$ cat src/rtl/xorcollapse.sv
// xorcollapse: rebuilds an n-bit seed r from its stream of pairwise XORs
// p[k] = r[i]^r[j] (i<j, ascending k) together with a known r[0] (anchor).
// The first n-1 pair bits (0,j) determine r; every later pair bit is
// cross-checked against the reconstruction, and the first inconsistent
// index is reported alongside the result.

module xorcollapse #(
    parameter int RNDSIZE = 8,
    localparam int NPAIR = RNDSIZE * (RNDSIZE - 1) / 2,
    localparam int KW = $clog2(NPAIR)
) (
    input  logic               clk,
    input  logic               rst_n,
    input  logic               start,
    input  logic               anchor,
    input  logic               in_valid,
    input  logic               in_bit,
    output logic               in_ready,
    output logic               out_valid,
    input  logic               out_ready,
    output logic [RNDSIZE-1:0] out_r,
    output logic               out_err,
    output logic [KW-1:0]      out_badidx
);

    localparam int IW = $clog2(RNDSIZE);
    localparam logic [IW-1:0] JLAST = IW'(RNDSIZE - 1);
    localparam logic [KW-1:0] KLAST = KW'(NPAIR - 1);

    typedef enum logic [1:0] {
        IDLE  = 2'd0,
        LOAD  = 2'd1,
        CHECK = 2'd2,
        DONE  = 2'd3
    } state_t;

    state_t              state;
    state_t              state_next;
    logic [RNDSIZE-1:0]  r;
    logic [IW-1:0]       i;
    logic [IW-1:0]       j;
    logic [KW-1:0]       k;
    logic                err;
    logic [KW-1:0]       badidx;
    logic                xfer;
    logic                mismatch;

    assign xfer     = in_valid && in_ready;
    assign mismatch = in_bit != (r[i] ^ r[j]);

    // State register
    always_ff @(posedge clk or negedge rst_n) begin
        if (!rst_n) begin
            state <= IDLE;
        end else begin
            state <= state_next;
        end
    end

    // Next-state decision
    always_comb begin
        state_next = state;
        unique case (state)
            IDLE:  if (start) state_next = LOAD;
            LOAD:  if (xfer && j == JLAST) state_next = CHECK;
            CHECK: if (xfer && k == KLAST) state_next = DONE;
            DONE:  if (out_ready) state_next = IDLE;
            default: state_next = IDLE;
        endcase
    end

    // Handshake outputs decoded from state
    always_comb begin
        in_ready  = 1'b0;
        out_valid = 1'b0;
        unique case (state)
            LOAD, CHECK: in_ready  = 1'b1;
            DONE:        out_valid = 1'b1;
            default: ;
        endcase
    end

    // Reconstruction, pair indexing and first-error capture
    always_ff @(posedge clk or negedge rst_n) begin
        if (!rst_n) begin
            r      <= '0;
            i      <= '0;
            j      <= '0;
            k      <= '0;
            err    <= 1'b0;
            badidx <= '0;
        end else begin
            unique case (state)
                IDLE: begin
                    if (start) begin
                        r[0]   <= anchor;
                        i      <= '0;
                        j      <= IW'(1);
                        k      <= '0;
                        err    <= 1'b0;
                        badidx <= '0;
                    end
                end
                LOAD: begin
                    if (xfer) begin
                        // r[0] holds the anchor sampled at start
                        r[j] <= r[0] ^ in_bit;
                        if (j == JLAST) begin
                            i <= IW'(1);
                            j <= IW'(2);
                        end else begin
                            j <= j + IW'(1);
                        end
                        k <= k + KW'(1);
                    end
                end
                CHECK: begin
                    if (xfer) begin
                        if (mismatch && !err) begin
                            err    <= 1'b1;
                            badidx <= k;
                        end
                        // j restarts just above the incremented i
                        if (j == JLAST) begin
                            i <= i + IW'(1);
                            j <= i + IW'(2);
                        end else begin
                            j <= j + IW'(1);
                        end
                        k <= k + KW'(1);
                    end
                end
                DONE: ;
                default: ;
            endcase
        end
    end

    assign out_r      = r;
    assign out_err    = err;
    assign out_badidx = badidx;

endmodule

$ cat config.mk
export PLATFORM = sky130hd
export DESIGN_NAME = xorcollapse
export DESIGN_NICKNAME = d
export VERILOG_FILES = /design/src/rtl/xorcollapse.sv
export SDC_FILE = /design/constraint.sdc
export NUM_CORES = 1
export LEC_CHECK = 0
export ABC_AREA = 0
export CAP_MARGIN = 20
export CORE_UTILIZATION = 45
export DETAILED_ROUTE_END_ITERATION = 7
export GPL_ROUTABILITY_DRIVEN = 0
export PLACE_DENSITY = 0.67
export SLEW_MARGIN = 20
export SYNTH_ARGS = -nofsm -noshare
export SYNTH_HDL_FRONTEND = slang
export SYNTH_SLANG_ARGS = --single-unit
export TNS_END_PERCENT = 1
$ cat constraint.sdc
create_clock -name clk -period 5.1 [get_ports clk]
set_input_delay 1.02 -clock clk [delete_from_list [all_inputs] [get_ports clk]]
set_output_delay 1.02 -clock clk [all_outputs]
set_load 0.01 [all_outputs]
==> reports/qor.txt <==
Yosys warning count: 0
P per Cell Area: 571 nW/µm²
Congestion Overflow GR: 0
Initial Util: 0.491
Post-CTS Hold Buffers: 0
Rel. slew slack: 0.627
Setup Viol. Count Final: 0
Post-synthesis sequential area ratio: 0.396
Post_cts resized: 0
Switching Fraction: 0.437
Seq pwr share: 0.331
Layout cells sized above 1: 0.0816
Area Growth Syn to Fin: 17.2%
#FFs+latches synth: 27
Root Driver: clkbuf_8
DRT antenna net count: 0
Routed wire length: 3560 µm
Clock buffer depth: 2
Setup TNS: 0 ns
Die area: 4040 µm²
Endpoints failing hold: 0
Clk network pwr share: 0.109
Outcome: finished clean
DRC errors left: 0
Vias in the first global route: 1,273
Max Clock Skew: 0.00306 ns
Slew Viols, Final: 0
CP bufs+invs: 2
Net Count, Synth: 193
Clock slew seen by the registers of the worst setup and hold paths: 0.10 ns
DR WL/cell: 14.7 µm
Place WS: 2.22 ns
Worst VDD drop: 0.492 mV
Worst EP arrival: 2.00 ns
Core ar.: 3470 µm²
CTS tree: built
DR vias/cell: 5.64
IO buf count: 22
Gate power share: 0.561
Std-Cell Rows: 21
Int Power: 0.642 mW
Highest clock rate: 331 MHz
Non-Filler Instances: 242
Post-Synthesis Cells: 178
Crit path max-delay cell type: clkdlybuf4s50_1
Max-Cap Viols: 0
Die W: 63.5 µm
Total global-route track usage: 0.194
Setup WS post-layout: 2.08 ns
HP Class: flip-flop to flip-flop
Period utilisation layout: 0.592
CP endpoint kind: primary output
Post-CTS Setup Bufs: 0
Unrepaired setup endpoints after global routing: false
Critical path type: flip-flop to primary output
Crit path required time: 4.08 ns
Largest net degree at the start of global routing: 28
Iteration count of the initial detailed-routing pass: 4
First-pass GRT wire length: 6170 µm
Antenna violations before repair: 0
Clock Latency Late Sink: 0.27 ns
Synth unique cells: 43
Clock sinks: 27
CP max stage delay: 0.63 ns
H-tree depth: 1
Static Leak: 0.852 nW
CP top delay family: buffers and inverters
Total power: 1.14 mW
Cells after DPL: 238
Cell Area, Synth: 1700 µm²
Hold slack: 0.526 ns
TritonCTS Buffers: 3
Startpoint Class: flip-flop
Avg Cell Area, Syn: 9.57 µm²
Placed wire-length estimate: 2660 µm
Worst path cell trace: inv_1 -> ha_1 -> clkdlybuf4s50_1
Iteration-0 DRC Markers: 73
Vias post-DR: 1,365
Nets: 212
Switching power of the nets: 0.498 mW
Crit-path max FO: 17
Worst Max-Slew Pin Slew: 0.559 ns
Die Y: 63.5 µm
Min Tclk post-route: 3.02 ns
# IOs: 23
ANT cells: 0
[power by group through the flow]
stage	logic [mW]	registers [mW]	clock network, mW
detailed placement	0.634	0.382	0
global placement	0.622	0.377	0
global route	0.707	0.391	0.137
floorplan	0.456	0.358	0
CTS	0.637	0.378	0.127
finish	0.639	0.377	0.124
[per-layer routing]
metal  vias to the layer above  part of all wire  track usage
met4                         0             0.014       0.0540
met3                         6             0.028       0.0236
met5                         -                 0            0
li1                        670                 -            -
met1                       655              0.51        0.294
met2                        34              0.45        0.289
[synthesized netlist by cell type]
cell | number | area share
dfrtp_1 | 27 | 0.40
nand2_1 | 26 | 0.057
mux2i_1 | 13 | 0.076
nor2_1 | 13 | 0.029
inv_1 | 9 | 0.020
ha_1 | 8 | 0.059
mux2_2 | 7 | 0.046
nand3_1 | 7 | 0.021
o21ai_0 | 7 | 0.021
clkbuf_1 | 6 | 0.013
o21ai_1 | 6 | 0.018
nor3_1 | 4 | 0.012
a22oi_1 | 3 | 0.013
nand2b_1 | 3 | 0.011
nor2b_1 | 3 | 0.011
xor2_1 | 3 | 0.015
a21boi_0 | 2 | 0.0088
a21oi_1 | 2 | 0.0059
mux4_2 | 2 | 0.026
nand4_1 | 2 | 0.0073
o211ai_1 | 2 | 0.0088
o21a_1 | 2 | 0.0088
a211oi_1 | 1 | 0.0044
a221oi_1 | 1 | 0.0051
a22o_1 | 1 | 0.0051
a31oi_1 | 1 | 0.0037
a32o_1 | 1 | 0.0059
a32oi_1 | 1 | 0.0051
and2b_1 | 1 | 0.0044
buf_1 | 1 | 0.0022
buf_2 | 1 | 0.0029
buf_4 | 1 | 0.0044
mux2_1 | 1 | 0.0066
mux4_1 | 1 | 0.015
nand4b_1 | 1 | 0.0051
nor2_4 | 1 | 0.0066
nor4_1 | 1 | 0.0037
o22ai_1 | 1 | 0.0037
o32ai_1 | 1 | 0.0051
or2_2 | 1 | 0.0037
or4_1 | 1 | 0.0044
xnor2_1 | 1 | 0.0051
xnor3_1 | 1 | 0.013
[cell type report]
| type | instances | area, µm² |
|---|---|---|
| fillers | 343 | 1470 |
| clock inverters | 1 | 5.00 |
| flip-flops and latches | 27 | 676 |
| repair buffers | 23 | 228 |
| clock buffers | 3 | 41.3 |
| multi-input cells | 133 | 956 |
| inverters | 9 | 33.8 |
| well taps | 46 | 57.6 |
[sequential cells by signal (all words and copies together) (netlist names)]
signal,cells
out_r,8
state,2
i,3
out_badidx,5
out_err,1
k,5
j,3
[cells in the final DEF, fill, tap and decap left out, types with 2 or more instances in the layout]
| cell type | netlist | final |
|---|---|---|
| a21boi_0 | 2 | 2 |
| a21oi_1 | 2 | 2 |
| a22oi_1 | 3 | 3 |
| clkbuf_8 | 0 | 3 |
| clkdlybuf4s50_1 | 0 | 22 |
| dfrtp_1 | 27 | 27 |
| ha_1 | 8 | 8 |
| inv_1 | 9 | 9 |
| mux2_2 | 7 | 7 |
| mux2i_1 | 13 | 13 |
| mux4_2 | 2 | 2 |
| nand2_1 | 26 | 26 |
| nand2b_1 | 3 | 3 |
| nand3_1 | 7 | 7 |
| nand4_1 | 2 | 2 |
| nor2_1 | 13 | 13 |
| nor2b_1 | 3 | 3 |
| nor3_1 | 4 | 4 |
| o211ai_1 | 2 | 2 |
| o21a_1 | 2 | 2 |
| o21ai_0 | 7 | 7 |
| o21ai_1 | 6 | 6 |
| xor2_1 | 3 | 3 |
[kinds of logic after synthesis]
kind of cell | Yosys count | synth area share
AND/OR/NAND/NOR | 64 | 0.175
flip-flops | 27 | 0.396
buffers and inverters | 18 | 0.0426
adder cells (fa/ha/maj) | 8 | 0.0587
multiplexers | 24 | 0.171
XOR/XNOR | 5 | 0.0338
AO/OA/AOI/OAI | 32 | 0.122
[worst reg2reg max path: stages, from the launching register on]
cell	delay (ns)
dfrtp_1	0.42
inv_1	0.11
ha_1	0.52
nor2_1	0.16
or4_1	0.55
nor2_4	0.24
mux2i_1	0.21
[metrics by stage]
| step | utilization | cell area (µm²) |
|---|---|---|
| 2_1_floorplan | - | 1700 |
| 3_3_place_gp | 0.562 | 1950 |
| 4_1_cts | 0.576 | 2000 |
| 6_report | 0.576 | 2000 |
| 5_1_grt | 0.576 | 2000 |
| 3_5_place_dp | 0.562 | 1950 |
[worst paths after layout]
check	from	to	slack, ns	cells after the start
worst min-delay path	out_badidx[2]	out_badidx[2]	0.53	2
max in group asynchronous	rst_n	k[0]	3.72	2
worst min register to register	out_badidx[2]	out_badidx[2]	0.53	2
worst max register to register	state[0]	out_badidx[0]	2.81	6
worst max-delay path	state[0]	in_ready	2.08	3
min in group asynchronous	rst_n	out_badidx[3]	1.12	2
Note: power is estimated with default switching activity, not from simulation.
